## src/rtl/pma_rx_deser.sv

```systemverilog
// pma_rx_deser: serial receive deserializer with K28.5 comma alignment.
// Samples one differential bit per Bit_Rate_Clk cycle into a 10-bit window,
// locks word alignment on a comma, emits one word every 10 cycles while
// locked, realigns after repeated off-boundary commas and drops lock after
// a run of words carrying invalid bits.
// Ports:
//   Bit_Rate_Clk        serial bit clock, all logic on its rising edge
//   Rst_n               asynchronous active-low reset
//   RX_In_P / RX_In_N   differential serial input legs
//   Align_En            enables comma alignment and realignment
//   Data_out[9:0]       deserialized symbol, first-received bit in [0]
//   Data_Valid          one-cycle strobe qualifying Data_out
//   Comma_Det           word is COMMA_N or COMMA_P (with Data_Valid)
//   Code_Err            word contained an invalid bit (with Data_Valid)
//   Comma_Locked        word alignment established
module pma_rx_deser #(
    parameter logic [9:0]  COMMA_N      = 10'h17C,
    parameter logic [9:0]  COMMA_P      = 10'h283,
    parameter int unsigned MISALIGN_MAX = 3,
    parameter int unsigned ERR_MAX      = 4
) (
    input  logic       Bit_Rate_Clk,
    input  logic       Rst_n,
    input  logic       RX_In_P,
    input  logic       RX_In_N,
    input  logic       Align_En,
    output logic [9:0] Data_out,
    output logic       Data_Valid,
    output logic       Comma_Det,
    output logic       Code_Err,
    output logic       Comma_Locked
);

    localparam int unsigned WORD_W   = 10;
    localparam int unsigned CNT_W    = 4;
    localparam int unsigned LAST_BIT = WORD_W - 1;
    localparam int unsigned MIS_W    = $clog2(MISALIGN_MAX + 1);
    localparam int unsigned ERR_W    = $clog2(ERR_MAX + 1);

    typedef enum logic {
        UNLOCKED = 1'b0,
        LOCKED   = 1'b1
    } state_t;

    state_t             state_q, state_d;
    logic [WORD_W-1:0]  win_q;
    logic [WORD_W-1:0]  inv_q;
    logic [CNT_W-1:0]   cnt_q, cnt_d;
    logic [MIS_W-1:0]   mis_q, mis_d;
    logic [ERR_W-1:0]   err_q, err_d;

    logic bit_inv_c;
    logic bit_val_c;
    logic win_comma_c;
    logic match_c;
    logic win_err_c;
    logic word_c;

    // Equal legs carry no information: take the bit as 0 and flag it.
    assign bit_inv_c   = (RX_In_P == RX_In_N);
    assign bit_val_c   = RX_In_P & ~bit_inv_c;

    assign win_comma_c = (win_q == COMMA_N) || (win_q == COMMA_P);
    assign match_c     = win_comma_c && (inv_q == '0);
    assign win_err_c   = |inv_q;

    // Next-state, counters and word-boundary decision.
    always_comb begin
        state_d = state_q;
        cnt_d   = cnt_q;
        mis_d   = mis_q;
        err_d   = err_q;
        word_c  = 1'b0;

        case (state_q)
            UNLOCKED: begin
                cnt_d = '0;
                mis_d = '0;
                err_d = '0;
                if (Align_En && match_c) begin
                    word_c  = 1'b1;
                    state_d = LOCKED;
                end
            end

            LOCKED: begin
                if (cnt_q == CNT_W'(LAST_BIT)) begin
                    // Regular boundary: the window holds a complete word.
                    word_c = 1'b1;
                    cnt_d  = '0;
                    if (Align_En && match_c) begin
                        mis_d = '0;
                    end
                end else begin
                    cnt_d = cnt_q + CNT_W'(1);
                    if (Align_En && match_c) begin
                        if (mis_q >= MIS_W'(MISALIGN_MAX - 1)) begin
                            // Enough off-boundary commas: move the boundary here.
                            word_c = 1'b1;
                            cnt_d  = '0;
                            mis_d  = '0;
                        end else begin
                            mis_d = mis_q + MIS_W'(1);
                        end
                    end
                end

                if (!Align_En) begin
                    mis_d = '0;
                end

                // Error run tracking; loss of lock overrides any realignment.
                if (word_c) begin
                    if (win_err_c) begin
                        if (err_q >= ERR_W'(ERR_MAX - 1)) begin
                            state_d = UNLOCKED;
                            cnt_d   = '0;
                            mis_d   = '0;
                            err_d   = '0;
                        end else begin
                            err_d = err_q + ERR_W'(1);
                        end
                    end else begin
                        err_d = '0;
                    end
                end
            end

            default: begin
                state_d = UNLOCKED;
            end
        endcase
    end

    // State, windows, counters and registered outputs.
    always_ff @(posedge Bit_Rate_Clk or negedge Rst_n) begin
        if (!Rst_n) begin
            state_q      <= UNLOCKED;
            win_q        <= '0;
            inv_q        <= '0;
            cnt_q        <= '0;
            mis_q        <= '0;
            err_q        <= '0;
            Data_out     <= '0;
            Data_Valid   <= 1'b0;
            Comma_Det    <= 1'b0;
            Code_Err     <= 1'b0;
            Comma_Locked <= 1'b0;
        end else begin
            state_q      <= state_d;
            win_q        <= {bit_val_c, win_q[WORD_W-1:1]};
            inv_q        <= {bit_inv_c, inv_q[WORD_W-1:1]};
            cnt_q        <= cnt_d;
            mis_q        <= mis_d;
            err_q        <= err_d;
            Data_Valid   <= word_c;
            Comma_Det    <= word_c & win_comma_c;
            Code_Err     <= word_c & win_err_c;
            Comma_Locked <= (state_d == LOCKED);
            if (word_c) begin
                Data_out <= win_q;
            end
        end
    end

endmodule

```

## config.mk

```make
export PLATFORM = sky130hd
export DESIGN_NAME = pma_rx_deser
export DESIGN_NICKNAME = d
export VERILOG_FILES = /design/src/rtl/pma_rx_deser.sv
export SDC_FILE = /design/constraint.sdc
export NUM_CORES = 1
export LEC_CHECK = 0
export BUFFER_PORTS_ARGS = -buffer_cell sky130_fd_sc_hd__buf_2
export CAP_MARGIN = 30
export CORE_AREA = 2 2 61 63
export CTS_BUF_LIST = sky130_fd_sc_hd__clkbuf_8
export CTS_CLUSTER_SIZE = 40
export DETAILED_ROUTE_END_ITERATION = 8
export DIE_AREA = 0 0 63 65
export GPL_ROUTABILITY_DRIVEN = 0
export GPL_TIMING_DRIVEN = 0
export PLACE_DENSITY = 0.69
export SLEW_MARGIN = 20
export SYNTH_ARGS = -nofsm -noshare
export SYNTH_HDL_FRONTEND = slang
export SYNTH_SLANG_ARGS = --single-unit
```

## constraint.sdc

```tcl
create_clock -name Bit_Rate_Clk -period 2.1 [get_ports Bit_Rate_Clk]
set_input_delay 0 -clock Bit_Rate_Clk [delete_from_list [all_inputs] [get_ports Bit_Rate_Clk]]
set_output_delay 0 -clock Bit_Rate_Clk [all_outputs]
set_load 0.03 [all_outputs]
```

; After elaboration in Yosys (flattened, before gate mapping)
; Cells that the tools add are included.
[op_classes]
n_addsub = 3
order_cmp = 2
n_eq_ne = 5
mux = 30
bitwise_logic = 5
n_reduce_logical = 5
[ops]
columns = op, count
row1 = $mux W4, 6
row2 = $mux W2, 8
row3 = $eq A10 B10 Y1 const B, 1
row4 = $eq A10 B9 Y1 const B, 1
row5 = $logic_not A10 Y1, 1
row6 = $reduce_or A10 Y1, 1
row7 = $mux W3, 3
row8 = $mux W1, 8
row9 = $pmux W4 S2, 1
row10 = $pmux W3 S2, 1
row11 = $add A4 B1 Y4 const B, 1
row12 = $eq A4 B4 Y1 const B, 1
row13 = $pmux W1 S2, 2
row14 = $pmux W2 S2, 1
row15 = $add A3 B1 Y3 const B, 1
row16 = $and A1 B1 Y1, 3
row17 = $ge A3 B2 Y1 const B, 1
row18 = $add A2 B1 Y2 const B, 1
row19 = $ge A2 B2 Y1 const B, 1
row20 = $logic_and A1 B1 Y1, 2
row21 = $ne A2 B1 Y1 const B, 1
row22 = $not A1 Y1, 2
row23 = $eq A1 B1 Y1, 1
row24 = $logic_or A1 B1 Y1, 1
[totals]
ff_bits = 43
inputBits = 5
out_inout_bits = 14

; Longest topological paths before layout
; Gate-level depths: netlist (run 1).
[depth]
word_depth = 11
mapped_depth = 7
mapped_depth_nobuf = 7

; Least setup slack after synthesis (run 1)
; Ideal clock, no wire load.
[synth_path]
path_type = reg-to-reg
start = register win_q[5]
end = register Data_out[0]
setup_ps = 125
t_arrival_ps = 1738
setup_slack_ps = 237
path_stages_with_launch = 7
path_buffers = 1
period_less_slack_ps = 1863
path_cell_list = dfrtp_1 nor4b_2 nand4b_1 a21oi_2 a32o_2 buf_12 mux2_4
[synth_via]
elab_chain_len = 8
word_cells_on_any_way = 10
classes_between = 2 x eq/ne / 5 x mux / 3 x reduce/logical
[synth_lines]
columns = element, line_no
row1 = start: declaration, 46  ; logic [WORD_W-1:0] win_q;
row2 = start signal: assignment, 151  ; win_q <= {bit_val_c, win_q[WORD_W-1:1]};
row3 = $eq A10 B9 Y1 / $eq A10 B10 Y1 (equally long branches), 63  ; assign win_comma_c = (win_q == COMMA_N) || (win_q == COMMA_P);
row4 = $logic_or A1 B1 Y1 (*), 63
row5 = $logic_and A1 B1 Y1 (*), 64  ; assign match_c = win_comma_c && (inv_q == '0);
row6 = $logic_and A1 B1 Y1 (*), "80, 96"
row7 = $mux W1, 96  ; if (Align_En && match_c) begin
row8 = $mux W1, 87  ; if (cnt_q == CNT_W'(LAST_BIT)) begin
row9 = $mux W1, 75  ; case (state_q)
row10 = $pmux W1 S2 (*), 75
row11 = net word_c, 57  ; logic word_c;
row12 = end signal: assignment, 161  ; Data_out <= win_q;
row13 = end: declaration, 27  ; output logic [9:0] Data_out,
; The timed path passes the listed nets; every way through them passes the cells marked *. The select of a mux whose other input is x is not followed.
; A chain may end at the register's enable or synchronous reset.

; Final worst setup path (run 1)
[layout_path]
start = register win_q[5]
end = register Data_out[9]
; The elaborated chain is that of the path after synthesis.

==> run_summary.xml, run 1 <==
<?xml version="1.0" encoding="UTF-8"?>
<metrics>
  <group name="global_route">
    <metric name="number_of_global_route_vias_before_repair" unit="">990</metric>
    <metric name="antenna_found_initial" unit="">0</metric>
    <metric name="grt-ovfl-total" unit="">0</metric>
    <metric name="grt_first_pass_wirelength" unit="um">4440</metric>
    <metric name="grtUsageTotal" unit="">0.146</metric>
    <metric name="grt_max_degree" unit="">44</metric>
  </group>
  <group name="setup_path">
    <metric name="path_cells" unit="">nor4b_2 &gt; nand4b_1 &gt; a21oi_4 &gt; a32o_2 &gt; buf_12 &gt; mux2_4</metric>
    <metric name="setup.worst_path.start_class" unit="">register</metric>
    <metric name="path_depth" unit="">6</metric>
    <metric name="path_delay_family" unit="">simple AND/OR/NAND/NOR gates</metric>
    <metric name="timing.critical_path.arrival" unit="ns">2.15</metric>
    <metric name="endpoint_kind" unit="">register</metric>
    <metric name="crit_required" unit="ns">2.28</metric>
    <metric name="cp_slowest_cell" unit="">sky130_fd_sc_hd__dfrtp_1</metric>
    <metric name="criticalPathCategory" unit="">reg -&gt; reg</metric>
    <metric name="ff2ff_path_depth" unit="">6</metric>
    <metric name="critical_path_peak_fanout" unit="">10</metric>
    <metric name="max_stage_delay" unit="ns">0.42</metric>
    <metric name="critical_path_buf_inv_count" unit="">1</metric>
  </group>
  <group name="clock_tree">
    <metric name="worst_setup_hold_path_clk_slew" unit="ns">0.08</metric>
    <metric name="h-tree-depth" unit="">2</metric>
    <metric name="worstSkewPairLatency" unit="ns">0.29</metric>
    <metric name="tritoncts_num_sinks" unit="">43</metric>
    <metric name="ctsLongestPathBuffers" unit="">2</metric>
    <metric name="tritoncts_clock_tree" unit="">yes</metric>
    <metric name="cts_buffers" unit="">5</metric>
    <metric name="ctsRootBufferMaster" unit="">sky130_fd_sc_hd__clkbuf_8</metric>
  </group>
  <group name="timing">
    <metric name="max_freq" unit="MHz">509</metric>
    <metric name="hold_viol" unit="">0</metric>
    <metric name="grt_setup_unrepaired" unit="">yes</metric>
    <metric name="timing_worst_slew_pin_value" unit="ns">0.475</metric>
    <metric name="slew_viol_final" unit="">0</metric>
    <metric name="timing.max_slew.rel_slack" unit="">0.684</metric>
    <metric name="final.period_utilization" unit="">0.936</metric>
    <metric name="final_period_minus_worst_setup_slack" unit="ns">1.97</metric>
    <metric name="finalSetupViolCount" unit="">0</metric>
    <metric name="holdWs" unit="ns">0.0157</metric>
    <metric name="worst_clock_skew" unit="ns">0.00765</metric>
  </group>
  <group name="yosys">
    <metric name="syn-mean-instance-area" unit="sq um">14.8</metric>
    <metric name="synth-seq-cells" unit="">43</metric>
    <metric name="netlist_top_cells_count" unit="">43 x sky130_fd_sc_hd__dfrtp_1, 9 x sky130_fd_sc_hd__nor2_1, 8 x sky130_fd_sc_hd__mux2_4</metric>
    <metric name="synthesis.area" unit="sq mm">0.00164</metric>
    <metric name="synth_ff_type" unit="">sky130_fd_sc_hd__dfrtp_1</metric>
    <metric name="netlist-cell-type-count" unit="">31</metric>
    <metric name="mappedNetlistNets" unit="">121</metric>
    <metric name="ys.warnings.count" unit="">0</metric>
    <metric name="yosys.area.top_type" unit="">sky130_fd_sc_hd__dfrtp_1</metric>
    <metric name="asyncSetResetFlopFracSynth" unit="">1.00</metric>
    <metric name="netlist_top_cells_area" unit="">sky130_fd_sc_hd__dfrtp_1 66%, sky130_fd_sc_hd__mux2_4 7.3%, sky130_fd_sc_hd__ha_1 3.8%, sky130_fd_sc_hd__mux2i_1 2.4%, sky130_fd_sc_hd__nor2_1 2.1%</metric>
    <metric name="synth_top_cell_area_share" unit="">0.655</metric>
    <metric name="synthCells" unit="">111</metric>
    <metric name="synth_most_common_cell" unit="">sky130_fd_sc_hd__dfrtp_1</metric>
    <metric name="sequential_element_share_of_the_synthesized_area" unit="">0.655</metric>
    <metric name="synth-edff-count" unit="">0</metric>
  </group>
  <group name="detailed_routing">
    <metric name="route.final.wire_length" unit="um">2540</metric>
    <metric name="firstDrtPassIters" unit="">3</metric>
    <metric name="initialDrtViolationCount" unit="">25</metric>
    <metric name="drtAntennaViolNets" unit="">0</metric>
    <metric name="wl_per_cell" unit="um">13.0</metric>
    <metric name="drt-vias-per-instance" unit="">4.99</metric>
    <metric name="route.detailed.drc" unit="">0</metric>
    <metric name="vias" unit="">974</metric>
  </group>
  <group name="finish">
    <metric name="multiInputGateArea" unit="sq um">536</metric>
    <metric name="insertedDiodeCount" unit="">0</metric>
    <metric name="fin_nets" unit="">156</metric>
    <metric name="drive_above_1_share" unit="">0.347</metric>
    <metric name="n_fill_cell" unit="">299</metric>
    <metric name="seqCellArea" unit="sq mm">0.00108</metric>
    <metric name="finish.cell_count_without_fillers" unit="">195</metric>
    <metric name="area_growth" unit="%">21.4</metric>
  </group>
  <group name="floorplan">
    <metric name="horizontal_die_dimension" unit="um">63</metric>
    <metric name="die-height" unit="um">65</metric>
    <metric name="design.core.area" unit="sq mm">0.00350</metric>
    <metric name="die_area" unit="sq mm">0.00410</metric>
    <metric name="io_pins" unit="">19</metric>
    <metric name="placementRows" unit="">22</metric>
    <metric name="initial_utilization" unit="">0.470</metric>
  </group>
  <group name="pwr">
    <metric name="power.density_cell_area" unit="mW/mm^2">711</metric>
    <metric name="vdd_ir_drop_max" unit="mV">0.493</metric>
    <metric name="p_leak" unit="nW">0.972</metric>
  </group>
  <group name="placement">
    <metric name="dpl.hpwl" unit="um">1690</metric>
    <metric name="port-buffer-count" unit="">18</metric>
    <metric name="dpl.cell_count" unit="">177</metric>
  </group>
  <group name="outcome">
    <metric name="status" unit="">complete, no violations</metric>
  </group>
  <group name="worst_hold_path">
    <metric name="worst_hold_path_type" unit="">in -&gt; reg</metric>
    <metric name="timing.hold.worst_path_depth" unit="">3</metric>
  </group>
  <group name="flow_run">
    <metric name="max_cap_violations" unit="">0</metric>
  </group>
</metrics>
[tightest hold or removal path: cells and delay by family]
kind / cells / cell delay (ns)
buf+inv: 2 / 0.14
fa+ha+maj: 1 / 0.13
[repair_timing]
action | CTS | global route
gates resized for setup | 2 | 0
hold buffers | 3 | 0
endpoints found under the hold margin | 45 | 0
endpoints found under the setup margin | 8 | 8
pin swaps | 0 | 4
setup buffers | 0 | 6
[worst paths after layout]
| kind | from | slack [ns] | to |
|---|---|---|---|
| hold / removal | RX_In_N | 0.02 | win_q[9] |
| setup reg to reg | win_q[5] | 0.13 | Data_out[9] |
| hold reg to reg | inv_q[8] | 0.37 | inv_q[7] |
| setup / recovery | win_q[5] | 0.13 | Data_out[9] |
| min in group asynchronous | Rst_n | 0.20 | Data_out[2] |
| max in group asynchronous | Rst_n | 1.43 | inv_q[6] |
[layout by cell type (no fill, tap or decap), types with 3 or more instances in the layout]
cell type / count
sky130_fd_sc_hd__dfrtp_1: 43
sky130_fd_sc_hd__buf_2: 19
sky130_fd_sc_hd__nor2_1: 9
sky130_fd_sc_hd__mux2_4: 8
sky130_fd_sc_hd__inv_1: 6
sky130_fd_sc_hd__buf_4: 6
sky130_fd_sc_hd__ha_1: 5
sky130_fd_sc_hd__clkbuf_8: 5
sky130_fd_sc_hd__mux2i_1: 4
sky130_fd_sc_hd__nand2_1: 3
sky130_fd_sc_hd__nor3_1: 3
sky130_fd_sc_hd__nand2b_1: 3
sky130_fd_sc_hd__a21oi_1: 3
sky130_fd_sc_hd__dlygate4sd3_1: 3
[final cells by class]
cell class / count / share of cell area
flip-flops and latches: 43 / 0.540
multi-input cells: 61 / 0.269
repair buffers: 28 / 0.0967
clock buffers: 5 / 0.0345
well taps: 48 / 0.0301
plain buffers: 2 / 0.0126
inverters: 5 / 0.00942
clock inverters: 3 / 0.00816
[per-layer routing]
metal | vias up | global-route usage | part of all wire
met5 | - | 0 | 0
met4 | 0 | 0.0806 | 0.013
met3 | 4 | 0.0521 | 0.032
met2 | 13 | 0.219 | 0.49
met1 | 498 | 0.184 | 0.47
li1 | 459 | - | -
[per-stage QoR]
stage                     setup WS (ns)  TNS [ns]  utilization  instance area [sq um]  total power (W)
after floorplan                   0.237         0            -                   1640         0.000896
after global placement          0.00815         0        0.513                   1790         0.000921
after detailed placement        -0.0336    -0.203        0.513                   1790         0.000925
after CTS                        0.0376         0        0.549                   1920          0.00143
after global routing            -0.0217   -0.0707        0.570                   1990          0.00149
final                             0.134         0        0.570                   1990          0.00142
[logic make-up (layout without fill, tap and decap cells)]
group / after synthesis / count (layout) / share of synthesized area
flops: 43 / 43 / 0.655
compound gates: 8 / 8 / 0.0366
simple gates: 32 / 32 / 0.121
buf+inv: 7 / 43 / 0.0267
xor+xnor: 2 / 2 / 0.0107
mux: 14 / 14 / 0.111
fa+ha+maj: 5 / 5 / 0.0381
[power by group]
| group | total [W] | switching, W | internal [W] |
|---|---|---|---|
| Clock | 0.000494 | 0.000266 | 0.000227 |
| Combinational | 0.0000458 | 0.0000240 | 0.0000219 |
| Sequential | 0.000878 | 0.0000207 | 0.000857 |
[sequential cells by signal (all words and copies together), names as in the netlist]
name / cells
win_q: 10
mis_q: 2
Data_out: 10
err_q: 3
inv_q: 10
Comma_Det: 1
Data_Valid: 1
Code_Err: 1
cnt_q: 4
state_q: 1
Power figures use the tool's default switching activity.
==> run 2, diff against run 1 <==
==> config.mk (replaced) <==
export PLATFORM = sky130hd
export DESIGN_NAME = pma_rx_deser
export DESIGN_NICKNAME = d
export VERILOG_FILES = /design/src/rtl/pma_rx_deser.sv
export SDC_FILE = /design/constraint.sdc
export NUM_CORES = 1
export LEC_CHECK = 0
export ABC_AREA = 1
export BUFFER_PORTS_ARGS = -buffer_cell sky130_fd_sc_hd__buf_2
export CAP_MARGIN = 30
export CELL_PAD_IN_SITES_DETAIL_PLACEMENT = 1
export CELL_PAD_IN_SITES_GLOBAL_PLACEMENT = 1
export CORE_AREA = 2 2 64 66
export CTS_BUF_LIST = sky130_fd_sc_hd__clkbuf_8
export CTS_CLUSTER_SIZE = 40
export DETAILED_ROUTE_END_ITERATION = 8
export DIE_AREA = 0 0 66 68
export GPL_ROUTABILITY_DRIVEN = 0
export GPL_TIMING_DRIVEN = 0
export PLACE_DENSITY = 0.79
export SLEW_MARGIN = 25
export SYNTH_ARGS = -nofsm -noshare
export SYNTH_HDL_FRONTEND = slang
export SYNTH_SLANG_ARGS = --single-unit
==> run 2 against run 1 <==
Effect of this change: critical path depth up 5; register-to-register slack gained 0.29 ns; clock-buffer cell count grew 1; non-clock buffer count decreased by 3; sequential power barely moved; combinational power is 5.0% higher; global-route usage is 3.1 points higher; clock skew decreased by 0.0014 ns; cell count increased by 27%; design area increased by 1.1%; largest power group unchanged; highest routed layer unchanged.
==> run_summary.xml, run 2 <==
<?xml version="1.0" encoding="UTF-8"?>
<metrics>
  <group name="placement">
    <metric name="port-buffer-count" unit="">18</metric>
    <metric name="dpl.cell_count" unit="">235</metric>
    <metric name="dpl.hpwl" unit="um">2470</metric>
  </group>
  <group name="timing">
    <metric name="grt_setup_unrepaired" unit="">no</metric>
    <metric name="finalSetupViolCount" unit="">0</metric>
    <metric name="max_freq" unit="MHz">597</metric>
    <metric name="final_period_minus_worst_setup_slack" unit="ns">1.67</metric>
    <metric name="hold_viol" unit="">0</metric>
    <metric name="timing_worst_slew_pin_value" unit="ns">0.357</metric>
    <metric name="timing.max_slew.rel_slack" unit="">0.761</metric>
    <metric name="worst_clock_skew" unit="ns">0.00627</metric>
    <metric name="slew_viol_final" unit="">0</metric>
    <metric name="final.period_utilization" unit="">0.797</metric>
    <metric name="fin_tns_setup" unit="ns">0</metric>
  </group>
  <group name="worst_hold_path">
    <metric name="worst_hold_path_type" unit="">in -&gt; reg</metric>
    <metric name="timing.hold.worst.start" unit="">Align_En</metric>
  </group>
  <group name="finish">
    <metric name="regs_by_ff_count" unit="">Data_out: 10 flops, inv_q: 10 flops, win_q: 10 flops</metric>
    <metric name="drive_above_1_share" unit="">0.177</metric>
    <metric name="area_growth" unit="%">19.6</metric>
    <metric name="seqCellArea" unit="sq mm">0.00108</metric>
    <metric name="finish.cell_count_without_fillers" unit="">248</metric>
    <metric name="multiInputGateArea" unit="sq um">526</metric>
    <metric name="insertedDiodeCount" unit="">0</metric>
    <metric name="n_fill_cell" unit="">460</metric>
    <metric name="layout.cells.most_common_list" unit="">43 x sky130_fd_sc_hd__dfrtp_1, 41 x sky130_fd_sc_hd__nand2_1, 25 x sky130_fd_sc_hd__nor2_1</metric>
    <metric name="mostFrequentLayoutCell" unit="">sky130_fd_sc_hd__dfrtp_1</metric>
    <metric name="fin_nets" unit="">207</metric>
  </group>
  <group name="yosys">
    <metric name="mappedNetlistNets" unit="">177</metric>
    <metric name="asyncSetResetFlopFracSynth" unit="">1.00</metric>
    <metric name="synth_most_common_cell" unit="">sky130_fd_sc_hd__dfrtp_1</metric>
    <metric name="synth-edff-count" unit="">0</metric>
    <metric name="ys.warnings.count" unit="">0</metric>
    <metric name="netlist_top_cells_area" unit="">sky130_fd_sc_hd__dfrtp_1 64%, sky130_fd_sc_hd__nand2_1 9.1%, sky130_fd_sc_hd__nor2_1 5.6%, sky130_fd_sc_hd__nand3_1 4.8%, sky130_fd_sc_hd__ha_1 3.7%</metric>
    <metric name="synth_top_cell_area_share" unit="">0.639</metric>
    <metric name="synthesis.area" unit="sq mm">0.00168</metric>
    <metric name="netlist-cell-type-count" unit="">19</metric>
    <metric name="netlist_top_cells_count" unit="">43 x sky130_fd_sc_hd__dfrtp_1, 41 x sky130_fd_sc_hd__nand2_1, 25 x sky130_fd_sc_hd__nor2_1</metric>
    <metric name="sequential_element_share_of_the_synthesized_area" unit="">0.639</metric>
    <metric name="synth-seq-cells" unit="">43</metric>
    <metric name="yosys.area.top_type" unit="">sky130_fd_sc_hd__dfrtp_1</metric>
    <metric name="synthCells" unit="">167</metric>
    <metric name="synth_ff_type" unit="">sky130_fd_sc_hd__dfrtp_1</metric>
    <metric name="syn-mean-instance-area" unit="sq um">10.1</metric>
  </group>
  <group name="global_route">
    <metric name="grt_max_degree" unit="">44</metric>
    <metric name="grtUsageTotal" unit="">0.177</metric>
    <metric name="number_of_global_route_vias_before_repair" unit="">1320</metric>
    <metric name="grt_first_pass_wirelength" unit="um">5840</metric>
    <metric name="grt-ovfl-total" unit="">0</metric>
    <metric name="antenna_found_initial" unit="">0</metric>
  </group>
  <group name="floorplan">
    <metric name="placementRows" unit="">23</metric>
    <metric name="io_pins" unit="">19</metric>
    <metric name="design.core.area" unit="sq mm">0.00386</metric>
    <metric name="horizontal_die_dimension" unit="um">66</metric>
    <metric name="die-height" unit="um">68</metric>
    <metric name="die_area" unit="sq mm">0.00449</metric>
    <metric name="initial_utilization" unit="">0.437</metric>
  </group>
  <group name="detailed_routing">
    <metric name="firstDrtPassIters" unit="">3</metric>
    <metric name="initialDrtViolationCount" unit="">31</metric>
    <metric name="wl_per_cell" unit="um">14.0</metric>
    <metric name="vias" unit="">1195</metric>
    <metric name="route.final.wire_length" unit="um">3480</metric>
    <metric name="drt-vias-per-instance" unit="">4.82</metric>
    <metric name="drtAntennaViolNets" unit="">0</metric>
    <metric name="route.detailed.drc" unit="">0</metric>
  </group>
  <group name="clock_tree">
    <metric name="cts_buffers" unit="">5</metric>
    <metric name="ctsRootBufferMaster" unit="">sky130_fd_sc_hd__clkbuf_8</metric>
    <metric name="h-tree-depth" unit="">2</metric>
    <metric name="cts-resized-gates" unit="">0</metric>
    <metric name="tritoncts_num_sinks" unit="">43</metric>
    <metric name="ctsLongestPathBuffers" unit="">2</metric>
    <metric name="worstSkewPairLatency" unit="ns">0.30</metric>
    <metric name="worst_setup_hold_path_clk_slew" unit="ns">0.08</metric>
    <metric name="tritoncts_clock_tree" unit="">yes</metric>
    <metric name="post-cts-setup-buffers" unit="">0</metric>
  </group>
  <group name="setup_path">
    <metric name="critical_path_buf_inv_count" unit="">1</metric>
    <metric name="critical_path_peak_fanout" unit="">10</metric>
    <metric name="path_delay_family" unit="">simple AND/OR/NAND/NOR gates</metric>
    <metric name="max_stage_delay" unit="ns">0.42</metric>
    <metric name="worstReg2RegStart" unit="">win_q[5]</metric>
    <metric name="crit_required" unit="ns">2.29</metric>
    <metric name="endpoint_kind" unit="">register</metric>
    <metric name="criticalPathCategory" unit="">reg -&gt; reg</metric>
    <metric name="setup.worst_path.start_class" unit="">register</metric>
    <metric name="path_cells" unit="">nor2_1 &gt; nand2_1 &gt; nor2_1 &gt; nand2_1 &gt; nand2_2 &gt; nand3_2 &gt; nand3_4 &gt; nand2_2 &gt; buf_6 &gt; nand2_1 &gt; nand2_1</metric>
    <metric name="timing.critical_path.arrival" unit="ns">1.87</metric>
    <metric name="critical_path.most_common_cell" unit="">sky130_fd_sc_hd__nand2_1</metric>
    <metric name="crit_path_start" unit="">win_q[5]</metric>
    <metric name="cp_slowest_cell" unit="">sky130_fd_sc_hd__dfrtp_1</metric>
  </group>
  <group name="flow_run">
    <metric name="max_cap_violations" unit="">0</metric>
  </group>
  <group name="pwr">
    <metric name="power.density_cell_area" unit="mW/mm^2">789</metric>
    <metric name="vdd_ir_drop_max" unit="mV">0.382</metric>
    <metric name="p_leak" unit="nW">1.05</metric>
  </group>
  <group name="outcome">
    <metric name="status" unit="">complete, no violations</metric>
  </group>
</metrics>
run 2: worst paths after layout:
path                               endpoint  slack (ns)  cells after the start
worst max register to register  Data_out[5]        0.43                     11
max in group asynchronous       Data_out[1]        1.53                      3
worst min register to register     inv_q[4]        0.38                      0
worst min-delay path               mis_q[0]        0.03                      5
worst max-delay path            Data_out[5]        0.43                     11
min in group asynchronous          inv_q[8]        0.12                      2
run 2: power by group:
group          total [W]  leakage (nW)  internal [W]  switching [W]
Clock           0.000665        0.0612      0.000385       0.000280
Combinational  0.0000481         0.419     0.0000192      0.0000288
Sequential      0.000877         0.567      0.000857      0.0000203
run 2: area by class of cell:
class,count,area share
inverters,14,0.0261
repair buffers,23,0.0745
multi-input cells,106,0.261
well taps,50,0.0311
plain buffers,4,0.0149
clock buffers,6,0.0410
clock inverters,2,0.0174
flip-flops and latches,43,0.534
run 2: per-stage QoR:
stage	area (sq um)	total power (W)	util	hold WS, ns	worst slack [ns]
2_1_floorplan	1680	0.000902	-	-0.296	0.697
3_3_place_gp	1840	0.000927	0.476	0.173	0.530
3_5_place_dp	1840	0.000932	0.476	0.197	0.416
4_1_cts	1990	0.00160	0.517	0.0324	0.397
5_1_grt	2010	0.00164	0.522	0.0500	0.239
6_report	2010	0.00159	0.522	0.0321	0.426
run 2: timing repair:
item / in CTS / in global routing
hold buffers: 4 / 0
setup endpoints to repair: 0 / 0
hold endpoints to repair: 45 / 0
run 2: routing by layer:
metal / wire length, um / up-vias / track usage / share of wire
met5: 0 / - / 0 / 0
met4: 57 / 0 / 0.0791 / 0.016
met3: 91 / 7 / 0.0345 / 0.026
met2: 1910 / 18 / 0.336 / 0.55
met1: 1420 / 590 / 0.192 / 0.41
li1: - / 580 / - / -
run 2: cell families (layout without fill, tap and decap cells):
| logic type | after synthesis | after routing | share of synthesized area |
|---|---|---|---|
| DFF | 43 | 43 | 0.639 |
| AOI/OAI and AO/OA | 8 | 8 | 0.0245 |
| and+or+nand+nor | 91 | 91 | 0.240 |
| adders and majority gates | 5 | 5 | 0.0371 |
| xor gates and xnor gates | 2 | 2 | 0.0104 |
| buffers and inverters | 18 | 49 | 0.0490 |
run 2: worst reg2reg max path: cells and delay by family, from the launching register on:
kind	cells	cell delay [ns]
buffers and inverters	1	0.15
AND/OR/NAND/NOR	10	0.99
flip-flops	1	0.42
==> run 3, diff against run 2 <==
--- a/config.mk
+++ b/config.mk
@@ -5,19 +5,19 @@
 export SDC_FILE = /design/constraint.sdc
 export NUM_CORES = 1
 export LEC_CHECK = 0
-export ABC_AREA = 1
+export ABC_AREA = 0
 export BUFFER_PORTS_ARGS = -buffer_cell sky130_fd_sc_hd__buf_2
 export CAP_MARGIN = 30
 export CELL_PAD_IN_SITES_DETAIL_PLACEMENT = 1
 export CELL_PAD_IN_SITES_GLOBAL_PLACEMENT = 1
-export CORE_AREA = 2 2 64 66
+export CORE_AREA = 2 2 61 63
 export CTS_BUF_LIST = sky130_fd_sc_hd__clkbuf_8
 export CTS_CLUSTER_SIZE = 40
 export DETAILED_ROUTE_END_ITERATION = 8
-export DIE_AREA = 0 0 66 68
+export DIE_AREA = 0 0 63 65
 export GPL_ROUTABILITY_DRIVEN = 0
 export GPL_TIMING_DRIVEN = 0
-export PLACE_DENSITY = 0.79
+export PLACE_DENSITY = 0.8
 export SLEW_MARGIN = 25
 export SYNTH_ARGS = -nofsm -noshare
 export SYNTH_HDL_FRONTEND = slang
==> constraint.sdc (replaced) <==
create_clock -name Bit_Rate_Clk -period 1.7 [get_ports Bit_Rate_Clk]
set_input_delay 0 -clock Bit_Rate_Clk [delete_from_list [all_inputs] [get_ports Bit_Rate_Clk]]
set_output_delay 0 -clock Bit_Rate_Clk [all_outputs]
set_load 0.03 [all_outputs]
==> run 3 against run 2 <==
Effect of this change: clock-buffer cell count up 1; the flow now finishes with violations (setup timing); cell count down 18%; highest routed layer unchanged; register-to-register slack worse by 0.82 ns; combinational power up 50%; critical endpoint is now Data_out[8]; clock skew up 0.0045 ns.
==> run_summary.xml, run 3 (synthesized netlist as in run 1, its figures left out) <==
<?xml version="1.0" encoding="UTF-8"?>
<metrics>
  <group name="timing">
    <metric name="timing_worst_slew_pin_value" unit="ns">0.572</metric>
    <metric name="worst_clock_skew" unit="ns">0.0107</metric>
    <metric name="slew_viol_final" unit="">0</metric>
    <metric name="final.period_utilization" unit="">1.23</metric>
    <metric name="final_period_minus_worst_setup_slack" unit="ns">2.09</metric>
    <metric name="timing.max_slew.rel_slack" unit="">0.618</metric>
    <metric name="max_freq" unit="MHz">478</metric>
    <metric name="finalSetupViolCount" unit="">21</metric>
    <metric name="holdWs" unit="ns">0.0384</metric>
    <metric name="fin_ws" unit="ns">-0.392</metric>
    <metric name="hold_viol" unit="">0</metric>
    <metric name="grt_setup_unrepaired" unit="">yes</metric>
  </group>
  <group name="clock_tree">
    <metric name="tritoncts_clock_tree" unit="">yes</metric>
    <metric name="ctsRootBufferMaster" unit="">sky130_fd_sc_hd__clkbuf_8</metric>
    <metric name="worstSkewPairLatency" unit="ns">0.30</metric>
    <metric name="ctsLongestPathBuffers" unit="">2</metric>
    <metric name="cts_buffers" unit="">5</metric>
    <metric name="tritoncts_num_sinks" unit="">43</metric>
    <metric name="worst_setup_hold_path_clk_slew" unit="ns">0.09</metric>
    <metric name="h-tree-depth" unit="">2</metric>
  </group>
  <group name="worst_hold_path">
    <metric name="worst_hold_path_type" unit="">in -&gt; reg</metric>
    <metric name="holdPathEnd" unit="">win_q[9]</metric>
    <metric name="timing.hold.worst.start" unit="">RX_In_N</metric>
    <metric name="timing.hold.worst_path_depth" unit="">3</metric>
  </group>
  <group name="finish">
    <metric name="area_growth" unit="%">28.9</metric>
    <metric name="insertedDiodeCount" unit="">0</metric>
    <metric name="drive_above_1_share" unit="">0.419</metric>
    <metric name="regs_by_ff_count" unit="">Data_out: 10 flops, inv_q: 10 flops, win_q: 10 flops</metric>
    <metric name="layout.cells.most_common_list" unit="">41 x sky130_fd_sc_hd__dfrtp_1, 18 x sky130_fd_sc_hd__buf_2, 13 x sky130_fd_sc_hd__buf_4</metric>
    <metric name="fin_nets" unit="">164</metric>
    <metric name="mostFrequentLayoutCell" unit="">sky130_fd_sc_hd__dfrtp_1</metric>
    <metric name="n_fill_cell" unit="">350</metric>
  </group>
  <group name="outcome">
    <metric name="status" unit="">finished with violations</metric>
    <metric name="failed_checks" unit="">setup timing</metric>
  </group>
  <group name="global_route">
    <metric name="grt_max_degree" unit="">44</metric>
    <metric name="grt.met2_usage" unit="">0.332</metric>
    <metric name="gr-max-usage-layer" unit="">met2</metric>
    <metric name="grt-ovfl-total" unit="">0</metric>
    <metric name="grtUsageTotal" unit="">0.193</metric>
    <metric name="grt_util_met3" unit="">0.0417</metric>
    <metric name="number_of_global_route_vias_before_repair" unit="">1200</metric>
    <metric name="antenna_found_initial" unit="">0</metric>
    <metric name="grt_util_met1" unit="">0.222</metric>
    <metric name="grt_first_pass_wirelength" unit="um">5920</metric>
  </group>
  <group name="detailed_routing">
    <metric name="drt-vias-per-instance" unit="">5.22</metric>
    <metric name="route.final.wire_length" unit="um">4190</metric>
    <metric name="wl_per_cell" unit="um">20.6</metric>
    <metric name="initialDrtViolationCount" unit="">23</metric>
    <metric name="drtAntennaViolNets" unit="">0</metric>
    <metric name="route.detailed.drc" unit="">0</metric>
    <metric name="vias" unit="">1059</metric>
    <metric name="firstDrtPassIters" unit="">4</metric>
  </group>
  <group name="flow_run">
    <metric name="max_cap_violations" unit="">0</metric>
  </group>
  <group name="floorplan">
    <metric name="die_area" unit="sq mm">0.00410</metric>
    <metric name="horizontal_die_dimension" unit="um">63</metric>
    <metric name="design.core.area" unit="sq mm">0.00350</metric>
    <metric name="die-height" unit="um">65</metric>
    <metric name="placementRows" unit="">22</metric>
    <metric name="io_pins" unit="">19</metric>
    <metric name="initial_utilization" unit="">0.470</metric>
  </group>
  <group name="setup_path">
    <metric name="reg2reg_to" unit="">Data_out[8]</metric>
    <metric name="worst-r2r-setup-slack" unit="ns">-0.39</metric>
    <metric name="timing.critical_path.arrival" unit="ns">2.27</metric>
    <metric name="endpoint_kind" unit="">register</metric>
    <metric name="crit_required" unit="ns">1.88</metric>
    <metric name="ff2ff_path_depth" unit="">6</metric>
    <metric name="criticalPathCategory" unit="">reg -&gt; reg</metric>
    <metric name="worstReg2RegStart" unit="">win_q[5]</metric>
    <metric name="critical_path_peak_fanout" unit="">3</metric>
    <metric name="setup.worst_path.start_class" unit="">register</metric>
  </group>
  <group name="pwr">
    <metric name="p_leak" unit="nW">1.03</metric>
    <metric name="vdd_ir_drop_max" unit="mV">0.585</metric>
    <metric name="power.density_cell_area" unit="mW/mm^2">887</metric>
    <metric name="cell_internal_pwr" unit="W">0.00146</metric>
    <metric name="comb_power_share" unit="">0.039</metric>
    <metric name="clkPwrFrac" unit="">0.377</metric>
    <metric name="p_sw" unit="W">0.000417</metric>
    <metric name="netSwitchingFraction" unit="">0.222</metric>
    <metric name="p_seq_frac" unit="">0.584</metric>
  </group>
  <group name="placement">
    <metric name="dpl.hpwl" unit="um">2140</metric>
    <metric name="dpl_worst_slack" unit="ns">-0.523</metric>
    <metric name="port-buffer-count" unit="">18</metric>
  </group>
</metrics>
## run 3: cell types whose count changed in the layout (fill, tap and decap cells not counted), sizes merged, moves of 3 or more
cell    previous run  this run
o21ai              5         0
nand2             43         3
inv               14         6
nand2b             0         3
mux2i              0         4
buf               22        35
nand3             18         1
nor2              25         9
mux2               0        10
## run 3: worst max-delay path, stage by stage, from the launching register on
cell                       delay, ns
sky130_fd_sc_hd__dfrtp_1        0.42
sky130_fd_sc_hd__nor4b_2        0.34
sky130_fd_sc_hd__nand4b_1       0.24
sky130_fd_sc_hd__a21oi_4        0.20
sky130_fd_sc_hd__a32o_2         0.26
sky130_fd_sc_hd__buf_4          0.15
sky130_fd_sc_hd__mux2_2         0.36
## run 3: metrics by stage
stage                util  area (sq um)  power, W  TNS [ns]  instances
finish              0.605          2120   0.00188     -5.93        203
global route        0.605          2120   0.00195     -7.17        203
CTS                 0.581          2030   0.00185     -3.28        197
detailed placement  0.513          1790   0.00115     -7.34        177
global placement    0.513          1790   0.00114     -5.63        177
floorplan               -          1640   0.00111     -1.23        111
## run 3: repair_timing
action,CTS,global route
setup endpoints to repair,21,22
pin swaps,8,7
setup buffers,9,6
hold endpoints to repair,45,0
hold buffers,3,0
gates resized for setup,8,6
## run 3: worst max-delay path by stage
stage / startpoint / end / slack (ns) / cells past startpoint
2_1_floorplan: win_q[6] / Data_out[0] / -0.14 / 6
3_3_place_gp: inv_q[1] / Data_out[5] / -0.44 / 6
3_5_place_dp: win_q[9] / Data_out[2] / -0.52 / 6
4_1_cts: inv_q[1] / Data_out[9] / -0.23 / 6
5_1_grt: inv_q[1] / Data_out[8] / -0.44 / 6
6_report: win_q[5] / Data_out[8] / -0.39 / 6
## run 3: power by group through the flow
stage	sequential [W]	clock, W	combinational, W
after CTS	0.00109	0.000704	0.0000552
after floorplan	0.00110	0	0.0000119
after global placement	0.00110	0	0.0000377
after global routing	0.00110	0.000766	0.0000807
final	0.00110	0.000708	0.0000723
after detailed placement	0.00111	0	0.0000395
## run 3: layout make-up
class,count,area [sq um],area share
clock inverter,1,3.75,0.00177
sequential,43,1080,0.510
inverter,5,18.8,0.00887
timing repair buffer,36,256,0.121
multi-input combinational,61,571,0.270
tap,48,60.1,0.0284
buffer,2,31.3,0.0148
clock buffer,7,96.3,0.0455
## run 3: metal layers
metal  wire [um]  vias up
li1            -      472
met4         157        0
met3         113       14
met5           0        -
met1        1720      550
met2        2200       23
